### config.mk
export PLATFORM = sky130hd
export DESIGN_NAME = dds_sweep_ctrl
export DESIGN_NICKNAME = d
export VERILOG_FILES = /design/src/rtl/dds_pkg.sv /design/src/rtl/dds_sweep_step.sv /design/src/rtl/dds_sweep_ctrl.sv
export SDC_FILE = /design/constraint.sdc
export NUM_CORES = 1
export LEC_CHECK = 0
export ABC_AREA = 1
export BUFFER_PORTS_ARGS = -buffer_cell sky130_fd_sc_hd__buf_2
export CORE_UTILIZATION = 35
export DETAILED_ROUTE_END_ITERATION = 6
export PLACE_DENSITY = 0.48
export SYNTH_ARGS = -nofsm -noshare
export SYNTH_HDL_FRONTEND = slang
export SYNTH_SLANG_ARGS = --single-unit
### constraint.sdc
create_clock -name clk_dds -period 5.89 [get_ports clk_dds]
set_input_delay 0.8835 -clock clk_dds [delete_from_list [all_inputs] [get_ports clk_dds]]
set_output_delay 0.8835 -clock clk_dds [all_outputs]
set_load 0.02 [all_outputs]
### src/rtl/dds_pkg.sv
// Shared types and widths for the DDS sweep controller and its step datapath.
package dds_pkg;

  localparam int FW_W    = 32;
  localparam int PW_W    = 12;
  localparam int WAVE_W  = 2;
  localparam int DWELL_W = 24;

  typedef enum logic [1:0] {
    MODE_SINGLE = 2'd0,
    MODE_REPEAT = 2'd1,
    MODE_TRI    = 2'd2,
    MODE_FIXED  = 2'd3
  } mode_t;

  localparam logic [1:0] IDLE = 2'd0;
  localparam logic [1:0] RUN  = 2'd1;
  localparam logic [1:0] HOLD = 2'd2;

endpackage

### src/rtl/dds_sweep_step.sv
// Next-word arithmetic for the sweep: one step toward limit, clamped so it never wraps or overshoots.
module dds_sweep_step import dds_pkg::*; #(
  parameter int W = FW_W
) (
  input  logic [W-1:0] cur,
  input  logic [W-1:0] step,
  input  logic [W-1:0] limit,
  input  logic         dir,
  output logic [W-1:0] next,
  output logic         hit_limit
);

  logic [W:0] sum;
  logic [W:0] diff;

  // One extra bit exposes the carry/borrow so an overflowing step clamps instead of wrapping.
  always_comb begin
    sum  = {1'b0, cur} + {1'b0, step};
    diff = {1'b0, cur} - {1'b0, step};
    next = cur;
    if (dir) begin
      if (sum > {1'b0, limit}) next = limit;
      else                     next = sum[W-1:0];
    end else begin
      if (diff[W] || (diff[W-1:0] < limit)) next = limit;
      else                                   next = diff[W-1:0];
    end
    hit_limit = (next == limit);
  end

endmodule

### src/rtl/dds_sweep_ctrl.sv
// Frequency-sweep controller feeding the DDS core (single/repeat/triangle/fixed tone).
// Build option SWEEP_PHASE_CONT_EN: set_flag only on sweep launch, giving phase-continuous steps.
module dds_sweep_ctrl #(
  parameter int FW_W    = dds_pkg::FW_W,
  parameter int PW_W    = dds_pkg::PW_W,
  parameter int DWELL_W = dds_pkg::DWELL_W
) (
  input  logic               clk_dds,
  input  logic               rst,
  input  logic               cfg_valid,
  output logic               cfg_ready,
  input  logic [FW_W-1:0]    cfg_start,
  input  logic [FW_W-1:0]    cfg_stop,
  input  logic [FW_W-1:0]    cfg_step,
  input  logic [DWELL_W-1:0] cfg_dwell,
  input  logic [1:0]         cfg_mode,
  input  logic [PW_W-1:0]    cfg_p_word,
  input  logic [1:0]         cfg_wave,
  input  logic               start,
  input  logic               abort,
  output logic [FW_W-1:0]    f_word,
  output logic [PW_W-1:0]    p_word,
  output logic [1:0]         wave_type,
  output logic               set_flag,
  output logic               dds_en,
  output logic               busy,
  output logic               done
);
  import dds_pkg::*;

`ifdef SWEEP_PHASE_CONT_EN
  localparam logic UPD_FLAG = 1'b0;
`else
  localparam logic UPD_FLAG = 1'b1;
`endif

  logic [FW_W-1:0]    sh_start, sh_stop, sh_step;
  logic [DWELL_W-1:0] sh_dwell;
  mode_t              sh_mode;
  logic [PW_W-1:0]    sh_pw;
  logic [WAVE_W-1:0]  sh_wave;

  logic [1:0]         state;
  logic [DWELL_W-1:0] cnt;
  logic               dir;
  logic               end_r;
  logic               pend;

  logic               dir0, at_end, eff_dir, go, hit;
  logic [FW_W-1:0]    eff_lim, nxt;
  logic [DWELL_W-1:0] dwell_ld;

  assign dir0     = (sh_start <= sh_stop);
  assign dwell_ld = (sh_dwell == '0) ? '0 : sh_dwell - 1'b1;
  // end_r remembers that the word now on f_word is the active endpoint.
  assign at_end   = end_r || (sh_step == '0);
  assign eff_dir  = (at_end && sh_mode == MODE_TRI) ? ~dir : dir;
  assign eff_lim  = (eff_dir == dir0) ? sh_stop : sh_start;
  // A config capture in the same cycle as start postpones the launch by one cycle via pend.
  assign go       = !abort && (((state == IDLE) && !cfg_valid && (start || pend)) ||
                               ((state == HOLD) && start));

  dds_sweep_step #(.W(FW_W)) u_step (
    .cur       (f_word),
    .step      (sh_step),
    .limit     (eff_lim),
    .dir       (eff_dir),
    .next      (nxt),
    .hit_limit (hit)
  );

  always_ff @(posedge clk_dds) begin
    if (rst) begin
      state     <= IDLE;
      cfg_ready <= 1'b1;
      busy      <= 1'b0;
      done      <= 1'b0;
      set_flag  <= 1'b0;
      dds_en    <= 1'b0;
      f_word    <= '0;
      p_word    <= '0;
      wave_type <= '0;
      cnt       <= '0;
      dir       <= 1'b0;
      end_r     <= 1'b0;
      pend      <= 1'b0;
      sh_start  <= '0;
      sh_stop   <= '0;
      sh_step   <= '0;
      sh_dwell  <= '0;
      sh_mode   <= MODE_SINGLE;
      sh_pw     <= '0;
      sh_wave   <= '0;
    end else begin
      set_flag <= 1'b0;
      done     <= 1'b0;
      if (abort) begin
        state     <= IDLE;
        cfg_ready <= 1'b1;
        busy      <= 1'b0;
        dds_en    <= 1'b0;
        pend      <= 1'b0;
      end else if (go) begin
        state     <= (sh_mode == MODE_FIXED) ? HOLD : RUN;
        busy      <= (sh_mode != MODE_FIXED);
        cfg_ready <= 1'b0;
        f_word    <= sh_start;
        p_word    <= sh_pw;
        wave_type <= sh_wave;
        dds_en    <= 1'b1;
        set_flag  <= 1'b1;
        cnt       <= dwell_ld;
        dir       <= dir0;
        end_r     <= (sh_start == sh_stop);
        pend      <= 1'b0;
      end else if (state == IDLE) begin
        if (cfg_valid) begin
          sh_start <= cfg_start;
          sh_stop  <= cfg_stop;
          sh_step  <= cfg_step;
          sh_dwell <= cfg_dwell;
          sh_mode  <= mode_t'(cfg_mode);
          sh_pw    <= cfg_p_word;
          sh_wave  <= cfg_wave;
          pend     <= start;
        end
      end else if (state == RUN) begin
        if (cnt != '0) begin
          cnt <= cnt - 1'b1;
        end else begin
          cnt <= dwell_ld;
          if (at_end && sh_mode == MODE_SINGLE) begin
            state <= HOLD;
            busy  <= 1'b0;
            done  <= 1'b1;
          end else if (at_end && sh_mode == MODE_REPEAT) begin
            f_word   <= sh_start;
            end_r    <= (sh_start == sh_stop);
            set_flag <= UPD_FLAG;
          end else begin
            f_word   <= nxt;
            end_r    <= hit;
            set_flag <= UPD_FLAG;
            if (at_end) dir <= ~dir;
          end
        end
      end
    end
  end

endmodule
Word level (Yosys, flattened, before mapping). Cells that the tools add are included.

Input bits: 141. Bits in read-only memories: 0. Word-level logic and storage cells: 121. Bits in latches: 0. Output and inout port bits: 51. Memories kept: 0. Memory bits (writable): 0. Register bits after elaboration: 216.

Bitwise logic cells: 4. $lt $le $gt $ge: 3. Reduce and logical (&&, ||, !) cells: 31. Multiplexer cells: 46. Divide/modulo/power cells: 0. Shift operators: 0. $add $sub $neg: 4. $mul: 0. Eq/ne operators: 13.

Operators with widths (number): two-way mux 32 bit (10); two-way mux 24 bit (5); == test 32 bit (2); subtractor 24 x 1 -> 24 bit, second input constant (2); adder 32 x 32 -> 33 bit (1); greater-than comparator 33 x 32 -> 1 bit (1); subtractor 32 x 32 -> 33 bit (1); less-or-equal comparator 32 bit (1); logical NOT 32 bit (1); less-than comparator 32 bit (1); two-way mux 1 bit (25); logical NOT 24 bit (1); nonzero test 24 bit (1); two-way mux 2 bit (6); inequality test 2 bit, second input constant (5); AND reduction 4 bit (2); logical AND 1 bit (7); AND reduction 7 bit (1); == test 2 bit, second input constant (3); nonzero test 2 bit (3); OR reduction 6 bit (1); AND reduction 5 bit (1); == test 2 x 1 -> 1 bit, second input constant (2); logical NOT 2 bit (2); 8 further kinds (16).

Logic depth before layout (Yosys ltp). Gate-level depths: netlist (run 1).

Word-level depth: 17. Mapped depth: 46. Gate-level depth less buffers: 43.

Modules after synthesis. From an unflattened synthesis (run 1), not the netlist that was laid out.

Cell total of the unflattened synthesis: 3073. Area total of the unflattened synthesis: 18680.4 sq um.

Modules (own cells, without submodules): dds_sweep_ctrl (cells each 1583, area an instance 10827.9 sq um, sequential area each 4304.1 sq um, times used 1); dds_sweep_step (cells each 1490, area an instance 7852.5 sq um, sequential area each 0.0 sq um, times used 1).

Worst setup path before layout (run 1). No wires, ideal clock.

Path kind: flip-flop to flip-flop. From: register f_word[2]. To: register end_r. Slack: 0.782 ns. Arrival: 5.038 ns. Stages on the path, launching flop included: 41. Setup time: 0.070 ns. Path through: dfxtp_1 ha_1 buf_2 nor2_1 nand2_1 nand2_1 a21oi_1 o21ai_0 nand2_1 nand2_1 a21boi_0 inv_1 nand2_1 nand2_1 nand3_1 nand2_1 a31oi_1 o21ai_0 (+5 left out) nand3_1 nor4_1 nand2_1 nor4_2 or3b_1 buf_2 nand2_4 inv_2 buf_6 nand2_1 nand3_1 nand2_1 o21ai_0 nor2_1 nand2_1 nor2_1 nand3_1 a21oi_1.

Word-level cells in the longest chain between the ends: 12.

Ends and longest elaborated chain: start: declaration (line dds_sweep_ctrl.sv:21) `output logic [FW_W-1:0] f_word,`; start signal: assignment (line dds_sweep_ctrl.sv:107) `f_word <= sh_start;`; start signal: assignment (line dds_sweep_ctrl.sv:137) `f_word <= sh_start;`; start signal: assignment (line dds_sweep_ctrl.sv:141) `f_word <= nxt;`; subtractor 32 x 32 -> 33 bit (line dds_sweep_step.sv:19) `diff = {1'b0, cur} - {1'b0, step};`; less-than comparator 32 bit (line dds_sweep_step.sv:25) `if (diff[W] || (diff[W-1:0] < limit)) next = limit;`; logical OR 1 bit (line dds_sweep_step.sv:25); two-way mux 32 bit (line dds_sweep_step.sv:25); two-way mux 32 bit (*) (line dds_sweep_step.sv:21) `if (dir) begin`; == test 32 bit (*) (line dds_sweep_step.sv:28) `hit_limit = (next == limit);`; two-way mux 1 bit (*) (line dds_sweep_ctrl.sv:136) `end else if (at_end && sh_mode == MODE_REPEAT) begin`; two-way mux 1 bit (*) (line dds_sweep_ctrl.sv:132) `if (at_end && sh_mode == MODE_SINGLE) begin`; two-way mux 1 bit (*) (line dds_sweep_ctrl.sv:128) `if (cnt != '0) begin`; two-way mux 1 bit (*) (line dds_sweep_ctrl.sv:127) `end else if (state == RUN) begin`; two-way mux 1 bit (*) (line dds_sweep_ctrl.sv:116) `end else if (state == IDLE) begin`; two-way mux 1 bit (*) (line dds_sweep_ctrl.sv:103) `end else if (go) begin`; end signal: assignment (line dds_sweep_ctrl.sv:114) `end_r <= (sh_start == sh_stop);`; end signal: assignment (line dds_sweep_ctrl.sv:138) `end_r <= (sh_start == sh_stop);`; end signal: assignment (line dds_sweep_ctrl.sv:142) `end_r <= hit;`; end: declaration (line dds_sweep_ctrl.sv:46) `logic end_r;`.

Mark *: on every way between the ends. The rest lies on a longest branch, timed or not. The select of a mux whose other input is x is not followed. A chain may end at the register's enable or synchronous reset.

Final worst setup path (run 1).
From: register f_word[7]. To: register end_r.

The elaborated chain is that of the path after synthesis.

==> impl_metrics.yaml, run 1 <==
sta:
  worst_slack_ns: 0.136
  period_needed_ns: 5.75
  finClkSkew_ns: 0.0216
  max_freq_mhz: 174
  slew_headroom: 0.349
  max_slew.worst_pin.slew_ns: 0.976
  setup_tns_ns: 0
  maxSlewViolCount: 0
  hold_viol: 0
  fin_crit_sh: 0.977
  setup_violations: 0
yosys:
  synthTopCellsByArea: "dfxtp_1, ha_1, nand2_1"
  syn_area_mm2: 0.0169
  syn_inst: 2576
  synth_edf_count: 0
  ys_ff_latch: 215
  synth_ff_type: "dfxtp_1"
  synth_common_cells: "nand2_1, inv_1, a21oi_1"
  synth.top_cell.area_share: 0.255
  ys_types: 58
  synth_nets: 2878
  ys_seq_area_frac: 0.255
  ys_warn_count: 0
  synth_top_area_cell: "dfxtp_1"
  synthArstFlopShare: 0
  synth_most_common_cell: "nand2_1"
  avgSynthCellArea_um2: 6.56
critical_path:
  crit_slowest_cell: "dfxtp_1"
  r2r-start: "f_word[7]$_SDFFE_PP0P_"
  ff2ff_path_depth: 40
  rr_endpoint: "end_r$_SDFFE_PP0P_"
  start_kind: "register"
  cp-end-kind: "register"
  cp.required_ns: 6.40
  crit_arrival_ns: 6.27
  rrSetupSlack_ns: 0.14
  criticalPathCategory: "reg2reg"
  critPathMaxFanout: 7
  worstPathBufferInverterCount: 7
  cp_common_cell: "nand2_1"
  critPathMaxStageDelay_ns: 0.42
  cpLargestDelayFamily: "simple AND/OR/NAND/NOR gates"
floorplan:
  rows: 80
  die_y_um: 222
  die_w_um: 222
  start_util: 0.354
  ios: 192
  die_area_mm2: 0.0491
  coreArea_mm2: 0.0476
route:
  viasPerCell: 5.14
  first_pass_iters: 5
  route.vias.total: 18000
  final_antenna_net_count: 0
  drc_errors: 0
  routed_wl_mm: 64.4
  drt_first_iter_violations: 1070
  wire_per_inst_um: 18.4
clock_network:
  clock_latency_ns: 0.59
  cts_buffers: 27
  path_clk_slew_ns: 0.07
  cts_root_buf: "clkbuf_16"
  cts.sinks: 215
  cts_tree: "built"
  clk_path_buf_depth: 3
  cts_htree_levels: 1
grt:
  grt.overflow.total: 0
  grt_pass1_vias: 17200
  grt_usage: 0.253
  antenna_found_initial: 1
  grt_max_degree: 94
  grt_first_pass_wirelength_mm: 97.5
worst_hold_path:
  min_path_type: "reg2reg"
  hold_depth: 2
  min-delay-start: "cfg_ready$_SDFFE_PP1P_"
  min_to: "cfg_ready$_SDFFE_PP1P_"
placement:
  place.gp.congestion: 0.920
  post-place-ws_ns: -0.239
  hpwl_mm: 50.3
  port_buffers: 191
  placed_area_mm2: 0.0194
finish:
  syn_to_final_growth_pct: 23.4
  fillers: 5070
  n_antenna_cell: 0
  fin_area_mm2: 0.0208
  drive_gt1_frac: 0.187
  fin_util: 0.438
  nets: 3162
power:
  peakVddDrop_mv: 0.237
  finalPower_mw: 6.20
  power_density_mw_per_mm2: 298
  p_leak_nw: 10.3
outcome:
  status: "finished clean"
job:
  drv_cap: 0
[worst min-delay path, delay by kind of cell, from the launching register on]
kind | cells | cell delay [ns]
DFF | 1 | 0.30
and+or+nand+nor | 2 | 0.10
[sequential cells by signal (all words and copies together) (netlist names), 12 cells and up]
| register | flops |
|---|---|
| cnt | 24 |
| sh_dwell | 24 |
| sh_step | 32 |
| p_word | 12 |
| sh_start | 32 |
| sh_pw | 12 |
| f_word | 32 |
| sh_stop | 32 |
[per-layer routing]
metal / share of wire / GRT usage / vias to the layer above / routed length, um
met5: 0.00012 / 0 / - / 8
met4: 0.025 / 0.0641 / 2 / 1600
met3: 0.035 / 0.0277 / 77 / 2230
met2: 0.51 / 0.471 / 367 / 32900
met1: 0.43 / 0.305 / 8366 / 27600
li1: - / - / 9146 / -
[cell type report]
| type | count | area [um^2] | area share |
|---|---|---|---|
| timing repair buffer | 384 | 2510 | 0.121 |
| clock buffer | 43 | 836 | 0.0401 |
| tap | 615 | 769 | 0.0369 |
| inverter | 365 | 1370 | 0.0658 |
| multi-input combinational | 1867 | 11000 | 0.527 |
| sequential | 215 | 4310 | 0.207 |
| clock inverter | 5 | 65.1 | 0.00312 |
[report_power, final]
group | switching, mW | internal (mW) | total, mW
clock | 0.696 | 1.01 | 1.71
sequential | 0.0653 | 1.55 | 1.61
combinational | 1.78 | 1.11 | 2.89
[stage by stage]
stage / hold slack [ns] / instances
final: 0.445 / 3494
after global routing: 0.468 / 3494
after CTS: 0.448 / 3477
after detailed placement: 0.435 / 3427
after global placement: 0.427 / 3427
after floorplan: 0.430 / 2576
[cell usage in the layout (no fill, tap or decap), drive strengths merged, types with 2 or more instances in the layout]
cell type  count
o21ai        281
a31oi         16
o211ai        23
fa             2
o21bai        12
dfxtp        215
xnor2          4
nand4         18
o221ai         2
a211oi         8
nand3b        17
nand2        465
buf          383
a21boi         8
or2            3
a21o           6
a221oi         9
a2111oi        4
clkinv         5
nor4          24
clkbuf        44
ha           159
nor3          21
inv          364
a21oi        337
nand3        186
xor2          81
o31ai          2
o21a           6
o32ai          2
o311ai         2
nor2         161
[what timing repair did]
action,in CTS,in global routing
cloned,0,1
pin swaps,1,46
hold buffers,0,0
resized for setup,7,91
endpoints found under the setup margin,11,32
setup buffers,2,19
hold endpoints to repair,0,0
[cell families after synthesis]
group,count (synthesis),share of synthesized area
buf+inv,494,0.116
simple gates,898,0.231
fa+ha+maj,161,0.120
flops,215,0.255
compound gates,723,0.234
xor+xnor,85,0.0441
[worst max-delay path by stage]
stage	from	to	slack, ns	depth (start not counted)
3_5_place_dp	f_word[1]$_SDFFE_PP0P_	end_r$_SDFFE_PP0P_	-0.24	40
5_1_grt	sh_step[7]$_SDFFE_PP0P_	end_r$_SDFFE_PP0P_	-0.13	41
2_1_floorplan	f_word[2]$_SDFFE_PP0P_	end_r$_SDFFE_PP0P_	0.78	40
6_report	f_word[7]$_SDFFE_PP0P_	end_r$_SDFFE_PP0P_	0.14	40
3_3_place_gp	sh_step[2]$_SDFFE_PP0P_	end_r$_SDFFE_PP0P_	-0.11	40
4_1_cts	sh_step[2]$_SDFFE_PP0P_	end_r$_SDFFE_PP0P_	0.02	41
(Power assumes the default switching activity.)
==> run 2, diff against run 1 <==
CORE_ASPECT_RATIO = 0.6   (was not set)
==> run 2 against run 1 <==
Compared with the run above: power shrank 0.46%; register-to-register slack gained 0.14 ns; global-route usage up 0.35 points; final cell count up 0.49%; sequential power about the same; utilization is 0.50 points higher; setup slack improved by 0.14 ns; clock skew shrank 0.0018 ns; non-clock buffer count rose by 4; critical path depth fell by 5; largest cell class unchanged; highest routed layer is now met4.
==> impl_metrics.yaml, run 2 (synthesis gave the netlist of run 1 again) <==
grt:
  grtUsageMet2: 0.364
  grt.overflow.total: 0
  grt_max_degree: 108
  grt_busiest_layer: "met1"
  use_met3: 0.0475
  grt_first_pass_wirelength_mm: 97.5
  antenna_found_initial: 2
  gr-usage-met1: 0.395
  grt_pass1_vias: 16700
  grt_usage: 0.256
sta:
  maxSlewViolCount: 0
  setup_violations: 0
  slew_headroom: 0.310
  max_slew.worst_pin.slew_ns: 1.03
  hold_viol: 0
  fin_crit_sh: 0.953
  max_freq_mhz: 178
  period_needed_ns: 5.61
  worst_slack_ns: 0.279
  finClkSkew_ns: 0.0198
critical_path:
  crit_slowest_cell: "or3b_4"
  cp_common_cell: "nand2_1"
  ff2ff_path_depth: 35
  rr_endpoint: "end_r$_SDFFE_PP0P_"
  start_kind: "register"
  rrSetupSlack_ns: 0.28
  crit_arrival_ns: 6.11
  cp-end-kind: "register"
  criticalPathCategory: "reg2reg"
  cp.required_ns: 6.38
  critPathMaxFanout: 10
  critPathMaxStageDelay_ns: 0.48
  r2r-start: "f_word[0]$_SDFFE_PP0P_"
floorplan:
  coreArea_mm2: 0.0469
  die_y_um: 172
  die_area_mm2: 0.0492
  ios: 192
  rows: 61
  die_w_um: 286
  start_util: 0.360
job:
  drv_cap: 0
clock_network:
  hold_buffers: 0
  clock_latency_ns: 0.56
  cts_htree_levels: 1
  cts_buffers: 24
  path_clk_slew_ns: 0.07
  cts_root_buf: "clkbuf_16"
  cts_tree: "built"
  cts.sinks: 215
  clk_path_buf_depth: 3
route:
  drt_first_iter_violations: 1584
  drc_errors: 0
  wire_per_inst_um: 18.4
  first_pass_iters: 6
  routed_wl_mm: 64.6
  final_antenna_net_count: 0
  route.vias.total: 18200
  viasPerCell: 5.18
finish:
  fin_area_mm2: 0.0208
  fillers: 4995
  nets: 3163
  syn_to_final_growth_pct: 23.0
  final_cell_mix: "nand2_1, inv_1, a21oi_1"
  final_common_cell: "nand2_1"
  multi_input_area_mm2: 0.0109
  drive_gt1_frac: 0.181
  register_area_mm2: 0.00431
outcome:
  status: "finished clean"
worst_hold_path:
  min_to: "p_word[4]$_SDFFE_PP0P_"
  hold_depth: 2
  min_path_type: "reg2reg"
  min-delay-start: "sh_pw[4]$_SDFFE_PP0P_"
placement:
  place.gp.congestion: 0.934
  placed_area_mm2: 0.0196
  hpwl_mm: 50.5
  post-place-ws_ns: -0.315
  port_buffers: 191
power:
  peakVddDrop_mv: 0.204
  power_density_mw_per_mm2: 297
  p_leak_nw: 10.3
-- run 2: cell type report --
cell class	instances	area share
sequential	215	0.207
multi-input combinational	1867	0.526
clock inverter	10	0.00536
antenna	2	0.000241
inverter	365	0.0662
clock buffer	34	0.0342
tap	630	0.0379
timing repair buffer	388	0.123
-- run 2: how the worst max path moves through the flow --
stage | startpoint | end | slack [ns]
floorplan | f_word[2]$_SDFFE_PP0P_ | end_r$_SDFFE_PP0P_ | 0.78
global placement | f_word[0]$_SDFFE_PP0P_ | f_word[9]$_SDFFE_PP0P_ | -0.19
detailed placement | sh_step[0]$_SDFFE_PP0P_ | f_word[9]$_SDFFE_PP0P_ | -0.32
CTS | sh_step[0]$_SDFFE_PP0P_ | end_r$_SDFFE_PP0P_ | 0.007
global route | f_word[0]$_SDFFE_PP0P_ | end_r$_SDFFE_PP0P_ | -0.06
finish | f_word[0]$_SDFFE_PP0P_ | end_r$_SDFFE_PP0P_ | 0.28
-- run 2: report_power, final --
group | leakage, nW | internal (mW) | switching (mW) | total (mW)
Clock | 0.410 | 0.929 | 0.681 | 1.61
Sequential | 1.76 | 1.54 | 0.0708 | 1.62
Combinational | 8.12 | 1.11 | 1.84 | 2.95
Total | 10.3 | 3.59 | 2.59 | 6.18
-- run 2: metal layers --
layer  wire length, um  up-vias
li1                  -     9166
met1             33800     8403
met2             25100      559
met3              4680       60
met4               994        0
met5                 0        -
-- run 2: per-stage QoR --
step,total power [mW],utilization,hold WS (ns),instances,setup TNS [ns]
after floorplan,3.36,-,0.430,2576,0
after global placement,4.37,0.417,0.429,3454,-0.266
after detailed placement,4.39,0.417,0.437,3454,-1.15
after CTS,6.04,0.434,0.451,3498,0
after global routing,6.60,0.443,0.471,3511,-0.0781
final,6.18,0.443,0.449,3511,0
-- run 2: repair_timing --
action                                  in CTS  in global routing
buffers inserted                             0                 10
resized for setup                            4                 72
endpoints found under the setup margin      17                 33
pin swaps                                    0                 18
gates cloned                                 0                  1
-- run 2: worst max-delay path, delay by kind of cell (launching register included) --
family,cells,cell delay [ns]
AOI/OAI and AO/OA,7,1.06
buffers and inverters,4,0.52
and+or+nand+nor,20,2.54
DFF,1,0.33
xor gates and xnor gates,1,0.16
adders and majority gates,3,0.93
==> run 3, diff against run 2 <==
CTS_BUF_LIST = sky130_fd_sc_hd__clkbuf_4 sky130_fd_sc_hd__clkbuf_8   (was not set)
==> run 3 against run 2 <==
Compared with the run above: die area unchanged; global-route usage up 0.16 points; critical path depth did not move; hold slack lost 0.0019 ns; combinational power about the same; wire length grew 0.62%; setup slack gained 0.0087 ns; final cell count increased by 0.60%; count of clock-buffer cells in the layout increased by 23; non-clock buffer count is 1 higher; clock power shrank 2%; final area barely moved; largest cell class unchanged; largest power group unchanged.
==> impl_metrics.yaml, run 3 (synthesis gave the netlist of run 1 again) <==
sta:
  finClkSkew_ns: 0.0305
  maxSlewViolCount: 0
  max_slew.worst_pin.slew_ns: 1.04
  slew_headroom: 0.298
  hold_viol: 0
  setup_tns_ns: 0
  period_needed_ns: 5.60
  setup_violations: 0
  max_freq_mhz: 178
  fin_crit_sh: 0.951
placement:
  hpwl_mm: 50.5
  port_buffers: 191
  place.gp.congestion: 0.934
  placed_area_mm2: 0.0196
  place_inst: 3454
power:
  p_leak_nw: 10.3
  peakVddDrop_mv: 0.167
  power_density_mw_per_mm2: 296
  comb_power_share: 0.483
  power.clock.fraction: 0.255
  switching_share: 0.425
  finalPower_mw: 6.15
  power_switching_mw: 2.62
  p_int_mw: 3.54
  seq_power_share: 0.263
outcome:
  status: "finished clean"
route:
  routed_wl_mm: 65.0
  highest_layer: "met5"
  dr_wl_met2_mm: 25.3
  met1_length_mm: 34.4
  drt_first_iter_violations: 1542
  route.vias.total: 18200
  viasPerCell: 5.16
  wire_per_inst_um: 18.4
  drc_errors: 0
  final_antenna_net_count: 0
  first_pass_iters: 6
  dr_wl_met3_mm: 4.31
floorplan:
  die_w_um: 286
  rows: 61
  ios: 192
  die_y_um: 172
  start_util: 0.360
  coreArea_mm2: 0.0469
  die_area_mm2: 0.0492
clock_network:
  cts_buffers: 38
  cts_tree: "built"
  clk_path_buf_depth: 3
  hold_buffers: 0
  cts.sinks: 215
  clock_latency_ns: 0.60
  cts_root_buf: "clkbuf_8"
  path_clk_slew_ns: 0.08
  cts_htree_levels: 2
critical_path:
  cp_common_cell: "nand2_1"
  cp-end-kind: "register"
  critPathMaxFanout: 10
  crit_arrival_ns: 6.14
  start_kind: "register"
  critPathMaxStageDelay_ns: 0.47
  crit_slowest_cell: "or3b_4"
  criticalPathCategory: "reg2reg"
  cp.required_ns: 6.42
grt:
  grt_max_degree: 108
  grt.overflow.total: 0
  antenna_found_initial: 1
  grt_pass1_vias: 16800
  grt_usage: 0.258
  grt_first_pass_wirelength_mm: 98.1
finish:
  syn_to_final_growth_pct: 23.0
  fin_area_mm2: 0.0208
  nets: 3178
  drive_gt1_frac: 0.186
  fillers: 5035
  final_cell_mix: "nand2_1, inv_1, a21oi_1"
  register_area_mm2: 0.00431
  fin_util: 0.443
  multi_input_area_mm2: 0.0109
  final_common_cell: "nand2_1"
  fin_cells: 3532
job:
  drv_cap: 0
worst_hold_path:
  min_path_type: "reg2reg"
run 3: changes by cell type in the layout (fill, tap and decap cells not counted), sizes merged:
cell / delta
clkbuf: +24
clkinv: -2
clkinvlp: +1
diode: -1
inv: -1
run 3: repair_timing:
action,CTS,global route
cloned,0,2
buffers inserted,0,10
setup endpoints to repair,14,33
gates resized for setup,4,64
pin swaps,0,16
hold endpoints to repair,0,0
run 3: area by class of cell:
type / instances / share of cell area
Multi-Input combinational cell: 1867 / 0.524
Sequential cell: 215 / 0.207
Timing Repair Buffer: 389 / 0.125
Inverter: 365 / 0.0662
Tap cell: 630 / 0.0379
Clock buffer: 57 / 0.0341
Clock inverter: 8 / 0.00530
Antenna cell: 1 / 0.000120
run 3: path summary, 6_finish.rpt:
path	startpoint	endpoint	slack (ns)	cells past startpoint
worst min register to register	sh_pw[7]$_SDFFE_PP0P_	p_word[7]$_SDFFE_PP0P_	0.45	2
worst min-delay path	sh_pw[7]$_SDFFE_PP0P_	p_word[7]$_SDFFE_PP0P_	0.45	2
worst max register to register	f_word[0]$_SDFFE_PP0P_	end_r$_SDFFE_PP0P_	0.29	35
worst max-delay path	f_word[0]$_SDFFE_PP0P_	end_r$_SDFFE_PP0P_	0.29	35
run 3: critical path: cells and delay by family, from the launching register on:
| kind | cells | cell delay, ns |
|---|---|---|
| flip-flops | 1 | 0.32 |
| AND/OR/NAND/NOR | 20 | 2.54 |
| XOR/XNOR | 1 | 0.16 |
| adder cells (fa/ha/maj) | 3 | 0.91 |
| buffers and inverters | 4 | 0.54 |
| AO/OA/AOI/OAI | 7 | 1.08 |
run 3: stage by stage:
step / hold slack, ns / worst slack [ns]
6_report: 0.447 / 0.288
5_1_grt: 0.470 / -0.0487
4_1_cts: 0.449 / 0.0233
3_5_place_dp: 0.437 / -0.315
3_3_place_gp: 0.429 / -0.193
2_1_floorplan: 0.430 / 0.782
run 3: layer usage:
metal  vias up  global-route usage
li1       9193                   -
met1      8432               0.402
met2       520               0.366
met3        69              0.0405
met4         2              0.0463
met5         -                   0
run 3: power groups by stage:
stage / Clock, mW / Combinational, mW / Sequential (mW)
2_1_floorplan: 0 / 1.72 / 1.64
3_3_place_gp: 0 / 2.73 / 1.64
3_5_place_dp: 0 / 2.75 / 1.65
4_1_cts: 1.61 / 2.77 / 1.62
5_1_grt: 1.68 / 3.27 / 1.63
6_report: 1.57 / 2.97 / 1.62
